===== src/rtl/bus_arbiter.sv =====
// Round-robin bus arbiter with hold-time preemption and a registered one-hot grant.
// Define BUS_ARBITER_TURNAROUND_EN to insert one all-low TURN cycle at every handover.
module bus_arbiter #(
   parameter int unsigned N_REQ    = 6,
   parameter int unsigned HOLD_MAX = 15
) (
   input  logic             CLK,
   input  logic             RST,
   input  logic [N_REQ-1:0] REQ,
   output logic [N_REQ-1:0] GNT,
   output logic [N_REQ-1:0] N_OE,
   output logic [2:0]       OWNER,
   output logic             BUS_IDLE
);

   localparam int unsigned   HW        = (HOLD_MAX < 1) ? 1 : $clog2(HOLD_MAX + 1);
   localparam int unsigned   IW        = (N_REQ < 2) ? 1 : $clog2(N_REQ);
   localparam logic [HW-1:0] HOLD_SAT  = HW'(HOLD_MAX);
   localparam logic [HW-1:0] HOLD_LAST = HW'((HOLD_MAX < 1) ? 0 : HOLD_MAX - 1);
   localparam logic [IW-1:0] LAST_RST  = IW'(N_REQ - 1);

`ifdef BUS_ARBITER_TURNAROUND_EN
   typedef enum logic [1:0] {IDLE, GRANT, TURN} state_t;
`else
   typedef enum logic [1:0] {IDLE, GRANT} state_t;
`endif

   state_t           state_q, state_d;
   logic [N_REQ-1:0] gnt_q, gnt_d;
   logic [IW-1:0]    last_q, last_d;
   logic [HW-1:0]    hold_q, hold_d;
   logic [N_REQ-1:0] cand;
   logic             pick_valid;
   logic [IW-1:0]    pick_idx;
   logic             owner_req;
   logic             others;
   logic             preempt;
   logic             arb;

   // Candidates exclude the current owner, so a preemption never re-selects it.
   always_comb begin
      logic [IW-1:0] idx;
      idx        = '0;
      cand       = REQ & ~gnt_q;
      pick_valid = 1'b0;
      pick_idx   = '0;
      for (int unsigned k = 0; k < N_REQ; k++) begin
         idx = IW'((32'(last_q) + 32'd1 + k) % N_REQ);
         if (!pick_valid && cand[idx]) begin
            pick_valid = 1'b1;
            pick_idx   = idx;
         end
      end
   end

   assign owner_req = |(REQ & gnt_q);
   assign others    = |cand;
   // hold_q is zero in the first granted cycle, so HOLD_LAST marks the HOLD_MAX-th one.
   assign preempt   = others && (hold_q >= HOLD_LAST);

   always_comb begin
      state_d = state_q;
      gnt_d   = gnt_q;
      last_d  = last_q;
      hold_d  = hold_q;
      arb     = 1'b0;
      case (state_q)
         GRANT: begin
            if (owner_req && !preempt) begin
               if (hold_q != HOLD_SAT) hold_d = hold_q + 1'b1;
            end else begin
               gnt_d   = '0;
               state_d = IDLE;
`ifdef BUS_ARBITER_TURNAROUND_EN
               if (others) state_d = TURN;
`else
               arb = 1'b1;
`endif
            end
         end
         default: arb = 1'b1;
      endcase
      if (arb) begin
         gnt_d = '0;
         if (pick_valid) begin
            gnt_d[pick_idx] = 1'b1;
            last_d          = pick_idx;
            hold_d          = '0;
            state_d         = GRANT;
         end else begin
            state_d = IDLE;
         end
      end
   end

   always_ff @(posedge CLK or posedge RST) begin
      if (RST) begin
         state_q <= IDLE;
         gnt_q   <= '0;
         last_q  <= LAST_RST;
         hold_q  <= '0;
      end else begin
         state_q <= state_d;
         gnt_q   <= gnt_d;
         last_q  <= last_d;
         hold_q  <= hold_d;
      end
   end

   assign GNT      = gnt_q;
   assign N_OE     = ~gnt_q;
   assign BUS_IDLE = ~|gnt_q;

   always_comb begin
      OWNER = 3'b111;
      for (int unsigned k = 0; k < N_REQ; k++) begin
         if (gnt_q[k]) OWNER = 3'(k);
      end
   end

endmodule


===== config.mk =====
export PLATFORM = sky130hd
export DESIGN_NAME = bus_arbiter
export DESIGN_NICKNAME = d
export VERILOG_FILES = /design/src/rtl/bus_arbiter.sv
export SDC_FILE = /design/constraint.sdc
export NUM_CORES = 1
export LEC_CHECK = 0
export ABC_AREA = 0
export CORE_AREA = 5 5 90 92
export DETAILED_ROUTE_END_ITERATION = 6
export DIE_AREA = 0 0 95 97
export SETUP_SLACK_MARGIN = 0.02
export SLEW_MARGIN = 5
export SYNTH_ARGS = -nofsm -noshare
export SYNTH_HDL_FRONTEND = slang
export SYNTH_SLANG_ARGS = --single-unit

===== constraint.sdc =====
create_clock -name CLK -period 5 [get_ports CLK]
set_clock_uncertainty 0.05 [all_clocks]
set_input_delay 1 -clock CLK [delete_from_list [all_inputs] [get_ports CLK]]
set_output_delay 1 -clock CLK [all_outputs]
set_load 0.05 [all_outputs]

==> results of run 1 <==
metal layers:
metal / track usage / up-vias / share of wire
met5: 0 / - / 0
met1: 0.280 / 1565 / 0.47
met3: 0.0171 / 9 / 0.044
met2: 0.341 / 108 / 0.48
met4: 0.0388 / 0 / 0.0082
li1: - / 1600 / -
critical path: stages, from the launching register on:
cell and delay [ns]:
dfstp_2 0.70, inv_1 0.10, ha_1 0.31, buf_4 0.19, inv_1 0.17, ha_1 0.22, nor2_1 0.05, o211ai_1 0.48
o32ai_1 0.20, nor4b_2 0.42, mux2_2 0.38, o22a_2 0.24, a21boi_1 0.18, a31o_2 0.29, a31oi_2 0.33, mux2_2 0.23
synthesized netlist by cell type (all sizes together) (7+ instances only):
library cell / n / area [um2]
buf: 20 / 128
xnor2: 9 / 78.8
dfrtp: 12 / 300
ha: 22 / 275
nand2: 34 / 130
nand3: 14 / 70.1
o211ai: 10 / 80.1
nand2b: 18 / 120
mux2: 7 / 82.6
mux2i: 7 / 70.1
nor3: 22 / 121
inv: 19 / 71.3
nor2b: 9 / 56.3
and2: 7 / 43.8
a211oi: 7 / 65.1
a31oi: 10 / 75.1
a21oi: 15 / 75.1
o21ai: 19 / 95.1
nor2: 29 / 109
and3: 13 / 86.3
worst min path at each step:
stage	slack [ns]	from	to
2_1_floorplan	0.46	hold_q[0]	hold_q[0]
3_3_place_gp	0.50	hold_q[0]	hold_q[0]
3_5_place_dp	0.50	hold_q[0]	hold_q[0]
4_1_cts	0.51	hold_q[0]	hold_q[0]
5_1_grt	0.56	hold_q[0]	hold_q[0]
6_report	0.51	hold_q[0]	hold_q[0]
stage by stage:
stage          worst slack (ns)  hold slack (ns)  instance area (um2)  instances
6_report                  0.394            0.511                 3490        528
5_1_grt                  0.0999            0.561                 3490        528
4_1_cts                   0.416            0.509                 3490        528
3_5_place_dp              0.450            0.497                 3440        524
3_3_place_gp              0.566            0.498                 3440        524
2_1_floorplan             0.355            0.457                 3110        411
registers in the layout (all words and copies together), names as in the netlist:
signal / count
GNT: 6
hold_q: 4
state_q: 1
last_q: 3
placed cells by master (no fill, tap or decap), types with 4 or more instances in the layout:
cell             count
a22oi_1              6
inv_1               18
nor2b_1              9
nor3_1              21
nand4_1              6
ha_1                22
a21oi_1             15
a211oi_1             6
xnor2_1              9
nor2_1              29
a22o_1               4
and2_1               6
nand3_1             14
mux2_2               6
buf_4               15
dfrtp_1             12
clkbuf_8             4
nand4b_1             4
o211ai_1             9
nor3b_1              5
clkdlybuf4s50_1     23
mux2i_1              7
o31ai_1              5
a31oi_1              8
nand2_1             33
o21ai_0             17
nand2b_1            17
and3_1              12
cell type report:
class	instances	area (um2)	share of cell area
multi-input combinational	354	2550	0.729
sequential	14	353	0.101
timing repair buffer	38	343	0.0982
tap	99	124	0.0355
inverter	19	71.3	0.0204
clock buffer	4	55.1	0.0158
cells by family after synthesis:
group                      after synthesis  share of synthesized area
and+or+nand+nor                        179                      0.317
AOI/OAI and AO/OA                      126                      0.322
buffers and inverters                   43                     0.0687
adders and majority gates               23                     0.0916
muxes                                   14                     0.0490
DFF                                     14                      0.113
xor gates and xnor gates                12                     0.0386
==> reports/metrics.cfg, run 1 <==
[outcome]
status=finished, final reports clean

[critical_path]
r2r_end=last_q[2]
worstPathRequired_ns=5.14
critPathKind=flip-flop to flip-flop
critPathLaunch=last_q[0]
rrSetupSlack_ns=0.39
crit_path_end=last_q[2]
reg2reg_depth=15
r2r-start=last_q[0]
worst_ep_arrival_time_ns=4.74
critPathCaptureType=flip-flop
critPathLaunchType=flip-flop
critical_path.max_fanout=16

[sta]
setup_violations=0
min_period_ns=4.61
relSlewSlack=0.505
slew_viol_final=0
tightest_slew_ns=0.737
fmax_ghz=0.217
rsz0062_at_grt=no
hold_viol_final=0
finalSetupTns_ns=0
finalCritPeriodShare=0.921

[yosys]
synth_ff_type=dfrtp_1
synthCells=411
ys_seq_elements=14
yosysSeqAreaShare=0.113
yosysWarnings=0
synthArstFlopShare=1.00
synthDistinctLibCells=84
synth_edf_count=0
synth_area_per_cell_um2=7.57
synth_nets=441
synth_area_um2=3110

[drt]
via_count=3282
drtAntennaViolNets=0
drt_iter0_drc=187
via_per_inst=6.22
drcViolationCount=0
wl_per_cell_um=17.5
firstDrtPassIters=5
wl_um=9260

[floorplanning]
die_h_um=97
rows=31
die_w_um=95
io_pins=24
core_area_um2=7140
start_util=0.436
dieArea_um2=9220

[worst_hold_path]
hold_class=flip-flop to flip-flop
hold_depth=1

[grt]
grt_start_max_net_pins=27
grtUsageTotal=0.202
grt_first_pass_wirelength_um=15500
grt_overflow=0
antenna_found_initial=0
grt_pass1_vias=3175

[clock_tree]
cts-resized-gates=0
cts_sinks=14
cts_root_buf=clkbuf_8
cts_tree=built
clk_latency_ns=0.25
cts.clk_slew.worst_paths_ns=0.06
cts.htree.levels=1
ctsLongestPathBuffers=2
cts_setup_buffers=0
holdBufCountCts=0
numCtsBuffers=3

[placed_design]
hpwl_um=7040
gp_congestion=0.889
io_buffers=23

[final_layout]
fin_util=0.489
nets=460
final_layout_size_suffix_gt1_frac=0.126
insertedDiodeCount=0
fill_cells=726
syn2layout_area_growth_pct=12.2

[run]
cap_violations=0

Power of run 1 is left out: the tool's default activity adds up to more than one toggle a clock period on the data nets, which glitch-free logic cannot reach.
==> inputs of run 2 (changes only) <==
- TNS_END_PERCENT: default -> 10
==> results of run 2 <==
The final DEF is identical to that of run 1; final timing and power are the same.
Power of run 2 is left out for the same reason.
==> inputs of run 3 (changes only) <==
- CORE_AREA: 5 5 90 92 -> 2 2 87 89
- DIE_AREA: 0 0 95 97 -> 0 0 89 91
- SLEW_MARGIN: 5 -> default
==> run 3 against run 2 <==
  * Setup slack improved by 0.17 ns
  * Sequential share of layout area is essentially flat
  * Critical path type unchanged
  * Highest routed layer unchanged
  * Routed wire length is 2.9% lower
  * Non-clock buffer count rose by 1
  * Die area decreased by 12%
  * Global-route usage is 3.0 points higher
  * Core utilization rose by 0.11 points
  * Critical path depth rose by 1
  * Count of clock-buffer cells in the layout is the same
==> reports/metrics.cfg, run 3 (synthesis results as in run 1) <==
[outcome]
status=finished, final reports clean  ; unchanged

[grt]
grt_first_pass_wirelength_um=15200  ; was 15,500 um
grt_start_max_net_pins=24  ; was 27
antenna_found_initial=0  ; unchanged
grtUsageTotal=0.232  ; was 0.202
grt_pass1_vias=3012  ; was 3,175
grt_overflow=0  ; unchanged

[placed_design]
gp_congestion=0.875  ; was 0.889
io_buffers=23  ; unchanged
hpwl_um=6860  ; was 7040 um

[sta]
relSlewSlack=0.484  ; was 0.505
hold_viol_final=0  ; unchanged
tightest_slew_ns=0.774  ; was 0.737 ns
slew_viol_final=0  ; unchanged
setup_violations=0  ; unchanged
finalCritPeriodShare=0.887  ; was 0.921
fmax_ghz=0.226  ; was 0.217 GHz
finalSetupTns_ns=0  ; unchanged
rsz0062_at_grt=no  ; unchanged
min_period_ns=4.43  ; was 4.61 ns

[floorplanning]
io_pins=24  ; unchanged
die_w_um=89  ; was 95 um
die_h_um=91  ; was 97 um
dieArea_um2=8100  ; was 9220 um2
rows=31  ; unchanged
start_util=0.436  ; unchanged
core_area_um2=7140  ; unchanged

[drt]
wl_per_cell_um=17.0  ; was 17.5 um
firstDrtPassIters=4  ; was 5
wl_um=9000  ; was 9260 um
drtAntennaViolNets=0  ; unchanged
drt_iter0_drc=267  ; was 187
via_count=3267  ; was 3,282
drcViolationCount=0  ; unchanged
via_per_inst=6.18  ; was 6.22

[final_layout]
final_layout_size_suffix_gt1_frac=0.128  ; was 0.126
mostFrequentLayoutCell=nand2_1  ; unchanged
most-common-layout-cells=nand2_1, nor2_1, clkdlybuf4s50_1  ; unchanged
syn2layout_area_growth_pct=12.4  ; was 12.2%
insertedDiodeCount=0  ; unchanged
largest_reg_flops=6  ; unchanged
nets=461  ; was 460

[clock_tree]
cts_tree=built  ; unchanged
holdBufCountCts=0  ; unchanged
numCtsBuffers=3  ; unchanged
cts-resized-gates=0  ; unchanged
ctsLongestPathBuffers=2  ; unchanged
cts.htree.levels=1  ; unchanged
clk_latency_ns=0.25  ; about the same
cts_root_buf=clkbuf_8  ; unchanged
cts_sinks=14  ; unchanged
cts.clk_slew.worst_paths_ns=0.07  ; was 0.06 ns
cts_setup_buffers=0  ; unchanged

[critical_path]
crit_family=simple AND/OR/NAND/NOR gates  ; was compound AO/OA/AOI/OAI gates
crit_chain=inv_1, ha_1, buf_4, inv_1, ha_1, or2_2, ha_1, nor3_1, o22a_1, mux2_2, and3b_1, nand2_1, nor3_4, a31oi_2, and2_1, a22o_1  ; was inv_1, ha_1, buf_4, inv_1, ha_1, nor2_1, o211ai_1, o32ai_1, nor4b_2, mux2_2, o22a_2, a21boi_1, a31o_2, a31oi_2, mux2_2
cp_slowest_cell=dfstp_2  ; unchanged
critPathLaunchType=flip-flop  ; unchanged
worst_ep_arrival_time_ns=4.52  ; was 4.74 ns
worstPathRequired_ns=5.09  ; was 5.14 ns
cp_num_buf_inv=3  ; unchanged
crit_top_cell=ha_1
critical_path.max_fanout=15  ; was 16
critPathCaptureType=flip-flop  ; unchanged
max_stage_delay_ns=0.56  ; was 0.70 ns
critPathKind=flip-flop to flip-flop  ; unchanged

[run]
cap_violations=0  ; unchanged

[worst_hold_path]
hold_class=flip-flop to flip-flop  ; unchanged

-- run 3: worst register-to-register path: cells and delay by family (launching register included) --
family / cells / cell delay, ns
buf+inv: 3 / 0.39
simple gates: 6 / 1.45
mux: 1 / 0.38
compound gates: 3 / 0.70
fa+ha+maj: 3 / 0.81
flops: 1 / 0.56
-- run 3: layout make-up --
type,instances,area (um2)
Sequential cell,14,353
Inverter,19,71.3
Fill cell,727,3640
Clock buffer,4,55.1
Tap cell,99,124
Timing Repair Buffer,39,350
Multi-Input combinational cell,354,2550
-- run 3: routing by layer --
| layer | track usage | routed length (um) | part of all wire |
|---|---|---|---|
| met5 | 0 | 0 | 0 |
| met2 | 0.369 | 4170 | 0.46 |
| met1 | 0.335 | 4240 | 0.47 |
| met3 | 0.0109 | 379 | 0.042 |
| met4 | 0.0759 | 200 | 0.022 |
-- run 3: through the flow --
step | hold slack (ns) | instance area, um2 | worst slack, ns | cells | utilization
5_1_grt | 0.559 | 3500 | 0.271 | 529 | 0.490
4_1_cts | 0.509 | 3500 | 0.579 | 529 | 0.490
3_5_place_dp | 0.498 | 3440 | 0.604 | 525 | 0.483
3_3_place_gp | 0.497 | 3440 | 0.619 | 525 | 0.483
2_1_floorplan | 0.457 | 3110 | 0.355 | 411 | -
6_report | 0.506 | 3500 | 0.567 | 529 | 0.490
-- run 3: final timing paths --
| check | cells past startpoint | slack (ns) | start | end |
|---|---|---|---|---|
| max | 16 | 0.57 | last_q[0] | GNT[3] |
| min | 1 | 0.51 | hold_q[0] | hold_q[0] |
| max reg2reg | 16 | 0.57 | last_q[0] | GNT[3] |
| min reg2reg | 1 | 0.51 | hold_q[0] | hold_q[0] |
| max in group asynchronous | 2 | 3.48 | RST | last_q[2] |
| min in group asynchronous | 2 | 1.04 | RST | state_q[0] |
Power of run 3 is left out for the same reason.
